[config.mk]
export PLATFORM = sky130hd
export DESIGN_NAME = program_loader
export DESIGN_NICKNAME = d
export VERILOG_FILES = /design/src/rtl/program_loader.sv
export SDC_FILE = /design/constraint.sdc
export NUM_CORES = 1
export LEC_CHECK = 0
export CORE_ASPECT_RATIO = 1.25
export CORE_MARGIN = 2
export CORE_UTILIZATION = 50
export DETAILED_ROUTE_END_ITERATION = 6
export PLACE_DENSITY_LB_ADDON = 0.12
export RECOVER_POWER = 100
export SYNTH_ARGS = -nofsm -noshare
export SYNTH_HDL_FRONTEND = slang
export SYNTH_SLANG_ARGS = --single-unit
[constraint.sdc]
create_clock -name i_clock -period 3.9 [get_ports i_clock]
set_clock_uncertainty 0.2 [all_clocks]
set_input_delay 0.975 -clock i_clock [delete_from_list [all_inputs] [get_ports i_clock]]
set_output_delay 0.975 -clock i_clock [all_outputs]
set_load 0.01 [all_outputs]
[src/rtl/program_loader.sv]
// program_loader: streams words from an upstream valid/ready source into a RAM
// while holding the processor in reset. It then reads the words back and
// compares the read checksum with the write checksum.
module program_loader #(
    parameter int unsigned DATA_WIDTH = 16,
    parameter int unsigned ADDR_WIDTH = 8
) (
    input  logic                  i_clock,
    input  logic                  i_reset,
    input  logic                  i_start,
    input  logic [ADDR_WIDTH:0]   i_count,
    input  logic                  i_valid,
    input  logic [DATA_WIDTH-1:0] i_data,
    output logic                  o_ready,
    output logic [ADDR_WIDTH-1:0] o_mem_addr,
    output logic [DATA_WIDTH-1:0] o_mem_wdata,
    output logic                  o_mem_we,
    input  logic [DATA_WIDTH-1:0] i_mem_rdata,
    output logic                  o_cpu_hold,
    output logic                  o_busy,
    output logic                  o_done,
    output logic                  o_error
);

    localparam logic [2:0] IDLE   = 3'd0;
    localparam logic [2:0] LOAD   = 3'd1;
    localparam logic [2:0] VERIFY = 3'd2;
    localparam logic [2:0] CHECK  = 3'd3;
    localparam logic [2:0] DONE   = 3'd4;

    // Count saturates at the RAM depth, which needs one extra bit.
    localparam logic [ADDR_WIDTH:0] DEPTH = {1'b1, {ADDR_WIDTH{1'b0}}};

    logic [2:0]            state;
    logic [ADDR_WIDTH:0]   count;
    logic [ADDR_WIDTH:0]   index;   // next write address
    logic [ADDR_WIDTH:0]   raddr;   // next readback address to issue
    logic [ADDR_WIDTH:0]   rcnt;    // readback words already summed
    logic [DATA_WIDTH-1:0] wsum;
    logic [DATA_WIDTH-1:0] rsum;
    logic                  issue;   // a read address is on o_mem_addr this cycle
    logic                  rvalid;  // i_mem_rdata holds a requested word this cycle
    logic                  hs;

    // Upstream handshake.
    always_comb begin
        hs = i_valid & o_ready;
    end

    // Sequencer: all outputs, counters and checksums are registered here.
    always_ff @(posedge i_clock or posedge i_reset) begin
        if (i_reset) begin
            state       <= IDLE;
            count       <= '0;
            index       <= '0;
            raddr       <= '0;
            rcnt        <= '0;
            wsum        <= '0;
            rsum        <= '0;
            issue       <= 1'b0;
            rvalid      <= 1'b0;
            o_ready     <= 1'b0;
            o_mem_addr  <= '0;
            o_mem_wdata <= '0;
            o_mem_we    <= 1'b0;
            o_cpu_hold  <= 1'b0;
            o_busy      <= 1'b0;
            o_done      <= 1'b0;
            o_error     <= 1'b0;
        end else begin
            o_mem_we <= 1'b0;
            o_done   <= 1'b0;
            issue    <= 1'b0;
            rvalid   <= issue;
            case (state)
                IDLE: begin
                    if (i_start) begin
                        o_error <= 1'b0;
                        o_busy  <= 1'b1;
                        index   <= '0;
                        raddr   <= '0;
                        rcnt    <= '0;
                        wsum    <= '0;
                        rsum    <= '0;
                        if (i_count == '0) begin
                            state <= DONE;
                        end else begin
                            count      <= (i_count > DEPTH) ? DEPTH : i_count;
                            o_ready    <= 1'b1;
                            o_cpu_hold <= 1'b1;
                            state      <= LOAD;
                        end
                    end
                end
                LOAD: begin
                    if (hs) begin
                        o_mem_we    <= 1'b1;
                        o_mem_addr  <= index[ADDR_WIDTH-1:0];
                        o_mem_wdata <= i_data;
                        wsum        <= wsum + i_data;
                        index       <= index + 1'b1;
                        if (index == count - 1'b1) begin
                            o_ready <= 1'b0;
                            state   <= VERIFY;
                        end
                    end
                end
                VERIFY: begin
                    // The final write is still on the bus during the first VERIFY
                    // cycle; the first read address replaces it one edge later.
                    if (raddr != count) begin
                        o_mem_addr <= raddr[ADDR_WIDTH-1:0];
                        issue      <= 1'b1;
                        raddr      <= raddr + 1'b1;
                    end
                    if (rvalid) begin
                        rsum <= rsum + i_mem_rdata;
                        rcnt <= rcnt + 1'b1;
                        if (rcnt == count - 1'b1) begin
                            state <= CHECK;
                        end
                    end
                end
                CHECK: begin
                    o_error <= (rsum != wsum);
                    state   <= DONE;
                end
                DONE: begin
                    o_done     <= 1'b1;
                    o_cpu_hold <= 1'b0;
                    o_busy     <= 1'b0;
                    state      <= IDLE;
                end
                default: begin
                    state <= IDLE;
                end
            endcase
        end
    end

endmodule

==> summary.txt <==
RSZ-0062 raised after global routing: no
type of the most critical hold path: flip-flop to flip-flop
Worst-Skew Late Latency: 0.36 ns
Post-synth EDFFs: 0
core area: 12160 µm²
synth top area cells: dfrtp_1, xnor2_1, nand2_1
top-count cell post-synth: nand2_1
Syn Std Cell Area: 6259 µm²
Period Utilization, post-route: 90.93%
ANT nets after route: 0
FMAX: 282.0 MHz
R2R depth: 7
# IOs: 75
CP arrival: 3.63 ns
post-synth top area share: 41.18%
Syn Nets: 765
compound-gate portion of the synthesized area: 14.69%
IO Port Bufs: 74
CP bufs+invs: 1
slowest stage delay, CP: 0.60 ns
drt drc: 0
Placement Setup Slack: 0.02205 ns
CTS Buf Count: 9
drt first pass iters: 5
initial antenna violation count: 0
# Post-CTS Setup Buffers: 0
Leak: 0.003385 µW
Post-synth top cells: nand2_1, dfrtp_1, xnor2_1
Worst R2R Start: state[2]
Synth Area in Adders: 7.597%
placer congestion estimate: 0.8802
setup_tns: 0 ns
CTS Root Cell: clkbuf_16
CTS Hold Bufs: 0
Required @ worst endpoint: 3.98 ns
dpl cells: 908
placed wire-length estimate: 11090 µm
clock buffer depth: 2
Reg clk slew, reported paths: 0.07 ns
worst setup margin: 0.3538 ns
mean area per synthesized cell: 9.150 µm²
Crit. End Element: flip-flop
xor-xnor portion of the synthesized cell area: 12.75%
CP Depth: 9
share of cells above drive strength 1: 3.684%
sequential fraction of the synthesis area: 41.18%
VDD IR max: 392.2 µV
layout net count: 836
vias in the first global route: 5257
clock sink count: 103
endpoints failing setup: 0
crit path time final: 3.546 ns
drt total wl: 15030 µm
warnings from Yosys: 0
# diodes: 0
initial DRC count: 219
cell breakdown of the critical path: dlygate4sd3_1 -> ha_1 -> a211oi_1 -> nor2_1 -> o32a_2 -> a221o_1 -> a41o_1 -> xor2_1 -> o211ai_1
CTS H-tree depth: 3
Main synth FF type: dfrtp_1
startpoint class of the critical path: input pin
Total Power: 5407 µW
Reg-to-Reg End: raddr[8]
slew margin rel.: -19.30%
largest family of logic cells by synthesized area: simple AND/OR/NAND/NOR gates
leading area contributor after synthesis: dfrtp_1
Die ar.: 13430 µm²
total grt overflow: 0
TritonCTS clock tree: done
mux contribution to synthesized area: 1.919%
Worst Path Class, Setup: input pin to flip-flop
run status: complete, but fails checks
Max FO, Critical Path: 3
Cells after Synth: 684
post-CTS sizing: 0
max_cap viols: 1
DIE HEIGHT: 129.1 µm
violated checks: capacitance limit, slew limit
Seq cells post-synth: 103
Distinct cells, synth: 55
Initial Utilization: 51.46%
CP Capture Point: rsum[15]
largest net degree at the start of global routing: 39
Rows: 45
Slowest-stage cell, CP: dlygate4sd3_1
actual slew at the worst max-slew pin: 1.780 ns
Synth Area in Simple Gates: 19.07%
FFs w/ async S/R, synth: 100.0%
GRT Overall Usage: 23.59%
R2R setup slack: 0.69 ns
Hold Vio Cnt, Final: 0
Crit path max-delay family: compound AO/OA/AOI/OAI gates
per-cell routed wire length: 16.27 µm
Slew Viols, Final: 39
power per cell area: 723.2 nW/µm²
vias per cell: 5.545
post-route insts no fill: 924
Area growth, synth to finish: 19.45%
vias: 5124
first-pass GRT wire length: 25260 µm
Setup crit start: i_mem_rdata[1]
DIE WIDTH: 104.1 µm
-- placed cells by master (no fill, tap or decap), drive strengths merged, types with 5 or more instances in the layout --
master         instances
nand2                117
dfrtp                103
xnor2                 58
nor2                  50
o21ai                 49
clkdlybuf4s50         37
dlygate4sd3           37
ha                    34
xor2                  28
a21oi                 22
inv                   20
nand3                 18
clkbuf                17
a21o                  15
nand2b                14
mux2i                 12
nand4                 11
nor3b                  8
nor2b                  8
a22o                   8
a211oi                 8
o31ai                  7
nor3                   7
and3                   5
nor4                   5
nand3b                 5
-- through the flow --
stage	hold WS (ns)	utilization (%)	area [µm²]
2_1_floorplan	0.1312	-	6259
6_report	0.1556	61.47	7476
4_1_cts	0.1623	61.74	7508
3_3_place_gp	0.1494	59.19	7198
5_1_grt	0.1640	61.47	7476
3_5_place_dp	0.1465	59.19	7198
-- power breakdown --
part	internal [µW]	leakage [µW]	total [µW]	switching, µW
Combinational	1260	0.00192	2550	1290
Clock	512	0.000146	958	446
Sequential	1430	0.00132	1890	468
Total	3200	0.00338	5410	2210
-- cells by family (layout without fill, tap and decap cells) --
logic type      after synthesis  count (layout)
simple gates                258             258
flops                       103             103
compound gates              142             142
xor+xnor                     88              88
mux                          12              12
buf+inv                      44             120
fa+ha+maj                    37              37
-- cell type report --
type,count,area (µm²)
multi-input cells,537,3507
clock inverters,7,85.08
inverters,18,68.82
repair buffers,86,807.0
well taps,164,205.2
clock buffers,9,225.2
fillers,1100,4686
flip-flops and latches,103,2577
-- sequential cells by signal, summed over array words and instances (netlist names) --
signal,count
count,9
index,9
issue,1
o_busy,1
o_cpu_hold,1
o_done,1
o_error,1
o_mem_addr,8
o_mem_wdata,16
o_mem_we,1
o_ready,1
raddr,9
rcnt,9
rsum,16
rvalid,1
state,3
wsum,16
-- layer usage --
layer  vias up  track usage (%)  wire length (µm)
li1       2512                -                 -
met5         -                0                 0
met4         0            12.32               550
met1      2470            28.06              6291
met2       109            41.41              7635
met3        33            3.974               553
-- worst min-delay path by stage --
stage               depth (start not counted)  endpoint   from  slack, ns
floorplan                                   0    rvalid  issue       0.13
detailed placement                          0    rvalid  issue       0.15
finish                                      0    rvalid  issue       0.16
global route                                0    rvalid  issue       0.16
global placement                            0    rvalid  issue       0.15
CTS                                         0    rvalid  issue       0.16
No activity file was read; power rests on OpenSTA's default activity.
